==> src/rtl/tlb_channel_arbiter.sv <==
// Round-robin arbiter sharing one TileLink B channel among NUM_REQ requesters, with burst locking and stall hold.
// Optional protocol checker enabled by defining TLB_ARB_PROTOCOL_CHECK_EN; otherwise err is tied low.
module tlb_channel_arbiter #(
    parameter int NUM_REQ  = 2,
    parameter int MAX_SIZE = 6
) (
    input  logic                  clock,
    input  logic                  reset,
    input  logic [NUM_REQ-1:0]    req_valid,
    output logic [NUM_REQ-1:0]    req_ready,
    input  logic [3*NUM_REQ-1:0]  req_opcode,
    input  logic [2*NUM_REQ-1:0]  req_param,
    input  logic [4*NUM_REQ-1:0]  req_size,
    input  logic [NUM_REQ-1:0]    req_source,
    input  logic [32*NUM_REQ-1:0] req_address,
    input  logic [4*NUM_REQ-1:0]  req_mask,
    input  logic [32*NUM_REQ-1:0] req_data,
    input  logic [NUM_REQ-1:0]    req_corrupt,
    output logic                  b_valid,
    input  logic                  b_ready,
    output logic [2:0]            b_opcode,
    output logic [1:0]            b_param,
    output logic [3:0]            b_size,
    output logic                  b_source,
    output logic [31:0]           b_address,
    output logic [3:0]            b_mask,
    output logic [31:0]           b_data,
    output logic                  b_corrupt,
    output logic [1:0]            grant_id,
    output logic                  busy,
    output logic                  err
);

    typedef enum logic [1:0] {
        ST_IDLE  = 2'd0,
        ST_HOLD  = 2'd1,
        ST_BURST = 2'd2
    } state_t;

    state_t      state_r, state_n;
    logic [1:0]  ptr_r, ptr_n;
    logic [1:0]  owner_r, owner_n;
    logic [3:0]  cnt_r, cnt_n;
    logic [1:0]  winner_s;
    logic        found_s;
    logic [1:0]  sel_s;
    logic [4:0]  beats_s;
    logic        fire_s;

    // Data opcodes (0..3) span size-2 power-of-two beats; oversize requests are clamped.
    function automatic logic [4:0] beats_of(input logic [2:0] opcode, input logic [3:0] size);
        logic [3:0] sz;
        sz = (size > 4'(MAX_SIZE)) ? 4'(MAX_SIZE) : size;
        beats_of = ((opcode <= 3'd3) && (sz > 4'd2)) ? (5'd1 << (sz - 4'd2)) : 5'd1;
    endfunction

    function automatic logic [1:0] wrap_idx(input logic [1:0] base, input int k);
        int s;
        s = int'(base) + k;
        s = (s >= NUM_REQ) ? (s - NUM_REQ) : s;
        return 2'(s);
    endfunction

    function automatic logic [1:0] next_idx(input logic [1:0] idx);
        return (idx == 2'(NUM_REQ - 1)) ? 2'd0 : (idx + 2'd1);
    endfunction

    // Rotating-priority scan: first valid requester at or after ptr.
    always_comb begin
        winner_s = ptr_r;
        found_s  = 1'b0;
        for (int k = 0; k < NUM_REQ; k++) begin
            for (int i = 0; i < NUM_REQ; i++) begin
                winner_s = (!found_s && (wrap_idx(ptr_r, k) == 2'(i)) && req_valid[i]) ? 2'(i) : winner_s;
                found_s  = found_s | ((wrap_idx(ptr_r, k) == 2'(i)) & req_valid[i]);
            end
        end
    end

    // Arbitration is only open in IDLE; otherwise the locked owner drives the channel.
    assign sel_s    = (state_r == ST_IDLE) ? winner_s : owner_r;
    assign grant_id = sel_s;
    assign busy     = (state_r != ST_IDLE);
    assign fire_s   = b_valid & b_ready;
    assign beats_s  = beats_of(b_opcode, b_size);

    // Field mux of the selected requester onto the B channel.
    always_comb begin
        b_valid   = 1'b0;
        b_opcode  = 3'd0;
        b_param   = 2'd0;
        b_size    = 4'd0;
        b_source  = 1'b0;
        b_address = 32'd0;
        b_mask    = 4'd0;
        b_data    = 32'd0;
        b_corrupt = 1'b0;
        for (int i = 0; i < NUM_REQ; i++) begin
            b_valid   = (sel_s == 2'(i)) ? req_valid[i]            : b_valid;
            b_opcode  = (sel_s == 2'(i)) ? req_opcode[3*i +: 3]    : b_opcode;
            b_param   = (sel_s == 2'(i)) ? req_param[2*i +: 2]     : b_param;
            b_size    = (sel_s == 2'(i)) ? req_size[4*i +: 4]      : b_size;
            b_source  = (sel_s == 2'(i)) ? req_source[i]           : b_source;
            b_address = (sel_s == 2'(i)) ? req_address[32*i +: 32] : b_address;
            b_mask    = (sel_s == 2'(i)) ? req_mask[4*i +: 4]      : b_mask;
            b_data    = (sel_s == 2'(i)) ? req_data[32*i +: 32]    : b_data;
            b_corrupt = (sel_s == 2'(i)) ? req_corrupt[i]          : b_corrupt;
        end
    end

    // Ready is returned only to the selected requester, and only while it presents a beat.
    always_comb begin
        req_ready = {NUM_REQ{1'b0}};
        for (int i = 0; i < NUM_REQ; i++) begin
            req_ready[i] = (sel_s == 2'(i)) & b_valid & b_ready;
        end
    end

    // Grant FSM next-state: cnt holds beats remaining after the current one, minus one.
    always_comb begin
        state_n = state_r;
        ptr_n   = ptr_r;
        owner_n = owner_r;
        cnt_n   = cnt_r;
        case (state_r)
            ST_IDLE: begin
                if (fire_s) begin
                    if (beats_s == 5'd1) begin
                        ptr_n = next_idx(winner_s);
                    end else begin
                        state_n = ST_BURST;
                        owner_n = winner_s;
                        cnt_n   = 4'(beats_s - 5'd2);
                    end
                end else if (b_valid) begin
                    state_n = ST_HOLD;
                    owner_n = winner_s;
                end else begin
                    state_n = ST_IDLE;
                end
            end
            ST_HOLD: begin
                if (fire_s) begin
                    if (beats_s == 5'd1) begin
                        state_n = ST_IDLE;
                        ptr_n   = next_idx(owner_r);
                    end else begin
                        state_n = ST_BURST;
                        cnt_n   = 4'(beats_s - 5'd2);
                    end
                end else begin
                    state_n = ST_HOLD;
                end
            end
            ST_BURST: begin
                if (fire_s) begin
                    if (cnt_r == 4'd0) begin
                        state_n = ST_IDLE;
                        ptr_n   = next_idx(owner_r);
                    end else begin
                        cnt_n = cnt_r - 4'd1;
                    end
                end else begin
                    state_n = ST_BURST;
                end
            end
            default: begin
                state_n = ST_IDLE;
            end
        endcase
    end

    // Grant FSM state registers.
    always_ff @(posedge clock) begin
        if (reset) begin
            state_r <= ST_IDLE;
            ptr_r   <= 2'd0;
            owner_r <= 2'd0;
            cnt_r   <= 4'd0;
        end else begin
            state_r <= state_n;
            ptr_r   <= ptr_n;
            owner_r <= owner_n;
            cnt_r   <= cnt_n;
        end
    end

`ifdef TLB_ARB_PROTOCOL_CHECK_EN
    logic [2:0]  held_opcode_r;
    logic [3:0]  held_size_r;
    logic [31:0] held_address_r;
    logic        err_r;
    logic        bad_msg_s;
    logic        bad_hold_s;

    assign bad_msg_s  = b_valid & ((b_size > 4'(MAX_SIZE)) | (b_opcode == 3'd7));
    assign bad_hold_s = (state_r == ST_HOLD) &
                        (!b_valid | (b_opcode != held_opcode_r) | (b_size != held_size_r) |
                         (b_address != held_address_r));

    // Sticky error plus snapshot of the stalled message taken on entry to HOLD.
    always_ff @(posedge clock) begin
        if (reset) begin
            err_r          <= 1'b0;
            held_opcode_r  <= 3'd0;
            held_size_r    <= 4'd0;
            held_address_r <= 32'd0;
        end else begin
            err_r <= err_r | bad_msg_s | bad_hold_s;
            if ((state_r == ST_IDLE) && b_valid && !b_ready) begin
                held_opcode_r  <= b_opcode;
                held_size_r    <= b_size;
                held_address_r <= b_address;
            end else begin
                held_opcode_r  <= held_opcode_r;
                held_size_r    <= held_size_r;
                held_address_r <= held_address_r;
            end
        end
    end

    assign err = err_r;
`else
    assign err = 1'b0;
`endif

endmodule

==> config.mk <==
export PLATFORM = sky130hd
export DESIGN_NAME = tlb_channel_arbiter
export DESIGN_NICKNAME = d
export VERILOG_FILES = /design/src/rtl/tlb_channel_arbiter.sv
export SDC_FILE = /design/constraint.sdc
export NUM_CORES = 1
export LEC_CHECK = 0
export ABC_AREA = 1
export BUFFER_PORTS_ARGS = -buffer_cell sky130_fd_sc_hd__buf_2
export CAP_MARGIN = 20
export CORE_AREA = 2 2 97 99
export DETAILED_ROUTE_END_ITERATION = 7
export DIE_AREA = 0 0 99 101
export PLACE_DENSITY = 0.67
export SLEW_MARGIN = 30
export SYNTH_ARGS = -nofsm -noshare
export SYNTH_HDL_FRONTEND = slang
export SYNTH_SLANG_ARGS = --single-unit
==> constraint.sdc <==
create_clock -name clock -period 2.7 [get_ports clock]
set_clock_uncertainty 0.1 [all_clocks]
set_input_delay 0.54 -clock clock [delete_from_list [all_inputs] [get_ports clock]]
set_output_delay 0.54 -clock clock [all_outputs]
set_load 0.02 [all_outputs]
==> metrics.md <==
| Metric | Value |
|---|---|
| Setup violators final | 0 |
| WHS | approximately 0.36 ns |
| WP depth | 21 |
| FF-to-FF path depth | 21 |
| Seq cells post-synth | 10 |
| Initial antenna violation count | 0 |
| Initial Util | 0.2482 |
| Cts bufs inserted | 3 |
| Net count after synthesis | 602 |
| CP max stage cell | dfxtp_2 |
| Post-layout util | 0.4613 |
| Synth cell types | 30 |
| PwrDens | 1702 nW/um2 |
| Final nets | 865 |
| Status | finished clean |
| Startpoint types | flip-flop |
| First drt pass iteration count | 4 |
| FFs w/ async S/R, synth | 0 |
| Area growth syn-to-layout | 85.85% |
| Gate power share | 0.938 |
| Via-to-Cell Ratio | just under 5 |
| Max Clk Rate | 371.3 MHz |
| Die Ht | a little over 100 um |
| Worst hold path depth | 2 |
| Slew Limit Fails | 0 |
| CTS Buffer Depth | 2 |
| Maxcap violations | 0 |
| Internal power | ~2.8 mW |
| Worst setup path class | reg2reg |
| Wire length after detailed routing | 10810 um |
| DRT iter0 DRCs | approximately 120 |
| CP delay by family, top | simple AND/OR/NAND/NOR gates |
| Leakage | 2.463 nW |
| Met3 Usage GRT | 0.02288 |
| M2 GR Usage | 0.3545 |
| Switching share of power | 0.6017 |
| Worst Hold Class | reg2reg |
| Critical Path Fanout Max | 6 |
| Final WS setup | approximately 0.0065 ns |
| Mapped Cells | 432 |
| Vias in the first global route | 3423 |
| Cell chain of the critical path | inv_2 > ha_4 > clkinv_4 > nand2_4 > nand2_8 > buf_6 > nand3_4 > nand2_4 > nor2_4 > ha_4 > inv_4 > nor2_4 > nand2_2 > nor2_1 > nand3_1 > ha_4 > nor2_1 > a21oi_1 > nand2_1 > nand2_1 > nor2_1 |
| DP Wirelength | ~8300 um |
| Fraction of layout cells with a size suffix above 1 | 0.5072 |
| CP arrival | 2.73 ns |
| Dominant synthesized flop cell | dfxtp_1 |
| # H-tree levels | 1 |
| Min Tclk post-route | approximately 2.7 ns |
| Synth top area share | 0.3683 |
| EDFF count, synth | 0 |
| Die W | 99 um |
| Clock Latency Late Sink | ~0.24 ns |
| Critical Path Max Stage Delay | 0.33 ns |
| Total track usage | 0.1899 |
| Leading area contributor after synthesis | nand3_1 |
| Site row count | 35 |
| Ys Warns | 0 |
| Ports | roughly 250 |
| Maximum vdd drop | 0.7768 mV |
| Clk slew on worst S/H paths | 0.05 ns |
| # clock sinks | 10 |
| Core ar. | 8977 um2 |
| # diodes | 0 |
| GPL Wtd Cong | slightly above 0.9 |
| CP endpoint kind | flip-flop |
| Met1 Use GR | 0.2233 |
| Gr ovfl total | 0 |
| Clk pwr share | 0.027 |
| Critical Path RT | 2.74 ns |
| Commonest cells post-synth | 164 x nand3_1, 109 x nand2_1, 28 x inv_1 |
| TritonCTS clock tree | built |
| Routed len/inst | roughly 13 um |
| Synth top area cells | nand3_1 37%, nand2_1 18%, dfxtp_1 9.0% |
| Flop pwr share | 0.034 |
| Pre-CTS setup slack | -0.2378 ns |
| Syn avg cell area | 5.158 um2 |
| Sequential-to-total area share from yosys stat | 0.08984 |
| Global-route wire length before repair | 15800 um |
| Most numerous cell in the Yosys netlist | nand3_1 |
| Fin crit share | 0.9976 |
| Final ANT Viol Nets | 0 |
| RSZ-0062 raised after global routing | yes |
| Mapped Area | 2228 um2 |
| Hold-fix buffers at CTS | 0 |
| Final Hold Viols | 0 |
| DRC Markers | 0 |
| Net Sw Power | about 4.2 mW |
| Worst path bufs/invs | 4 |
| Largest net degree at the start of global routing | 63 |
| GR peak layer | met2 |
| DIE AREA | 9999 um2 |
| Vias | approximately 3900 |
| Root Buffer | clkbuf_8 |
| PortBufs | approximately 250 |
-- path summary, 6_finish.rpt --
check	start	endpoint	slack [ns]
setup / recovery	state_r[1]$_SDFFE_PP0P_	cnt_r[2]$_SDFFE_PP0P_	0.006
hold / removal	owner_r[1]$_SDFFE_PP0P_	owner_r[1]$_SDFFE_PP0P_	0.36
setup reg to reg	state_r[1]$_SDFFE_PP0P_	cnt_r[2]$_SDFFE_PP0P_	0.006
hold reg to reg	owner_r[1]$_SDFFE_PP0P_	owner_r[1]$_SDFFE_PP0P_	0.36
-- layer usage --
metal  vias to the layer above  routed length, um
li1                       1972                  -
met5                         -                  0
met3                        18                619
met4                         0                264
met2                       148               5885
met1                      1777               4035
-- worst min-delay path, delay by kind of cell (launching register included) --
| family | cells | cell delay (ns) |
|---|---|---|
| flops | 1 | 0.31 |
| simple gates | 2 | 0.10 |
-- power groups by stage --
stage | clock network, mW | logic [mW] | registers [mW]
after floorplan | 0 | 3.86 | 0.238
after global placement | 0 | 5.74 | 0.237
after detailed placement | 0 | 5.81 | 0.239
after CTS | 0.200 | 6.05 | 0.237
after global routing | 0.206 | 7.23 | 0.248
final | 0.193 | 6.61 | 0.242
-- stage by stage --
stage	setup TNS [ns]	total power, mW	cell area [um2]	std cells
global route	-0.3741	7.689	4141	805
floorplan	0	4.095	2261	432
CTS	0	6.483	3891	795
global placement	-0.7710	5.977	3747	787
finish	0	7.047	4141	805
detailed placement	-1.329	6.045	3747	787
-- registers in the layout (all words and copies together), names as in the netlist --
signal,cells
state_r,2
cnt_r,4
ptr_r,2
owner_r,2
-- logic make-up after synthesis --
| group | after synthesis | synth area share |
|---|---|---|
| AO/OA/AOI/OAI | 22 | 0.05840 |
| AND/OR/NAND/NOR | 323 | 0.6873 |
| buffers and inverters | 68 | 0.1196 |
| XOR/XNOR | 1 | 0.003931 |
| flip-flops | 10 | 0.08984 |
| other | 1 | 0.001683 |
| adder cells (fa/ha/maj) | 7 | 0.03930 |
-- final cells by class --
class / instances / area [um2]
fill: 925 / 4836
multi-input combinational: 354 / 1951
timing repair buffer: 292 / 1659
sequential: 10 / 202.7
tap: 111 / 138.9
inverter: 34 / 135.1
clock buffer: 4 / 55.05
-- layout by cell type, fill, tap and decap left out, types with 4 or more instances in the layout --
cell type / netlist / routed
a21oi_1: 6 / 6
buf_2: 0 / 247
buf_4: 1 / 37
buf_6: 1 / 4
clkbuf_8: 0 / 4
dfxtp_1: 10 / 8
ha_1: 7 / 4
inv_1: 28 / 24
inv_2: 6 / 8
nand2_1: 109 / 98
nand2_2: 8 / 12
nand2_4: 0 / 6
nand3_1: 164 / 160
nand3_2: 3 / 4
nand3_4: 1 / 4
nor2_1: 24 / 20
nor2_4: 2 / 4
o21ai_0: 7 / 7
-- repair_timing --
action	CTS	global route
gates cloned	1	0
pin swaps	2	22
buffers inserted	3	10
setup endpoints to repair	38	75
resized for setup	11	42
Note: power is estimated with default switching activity, not from simulation.
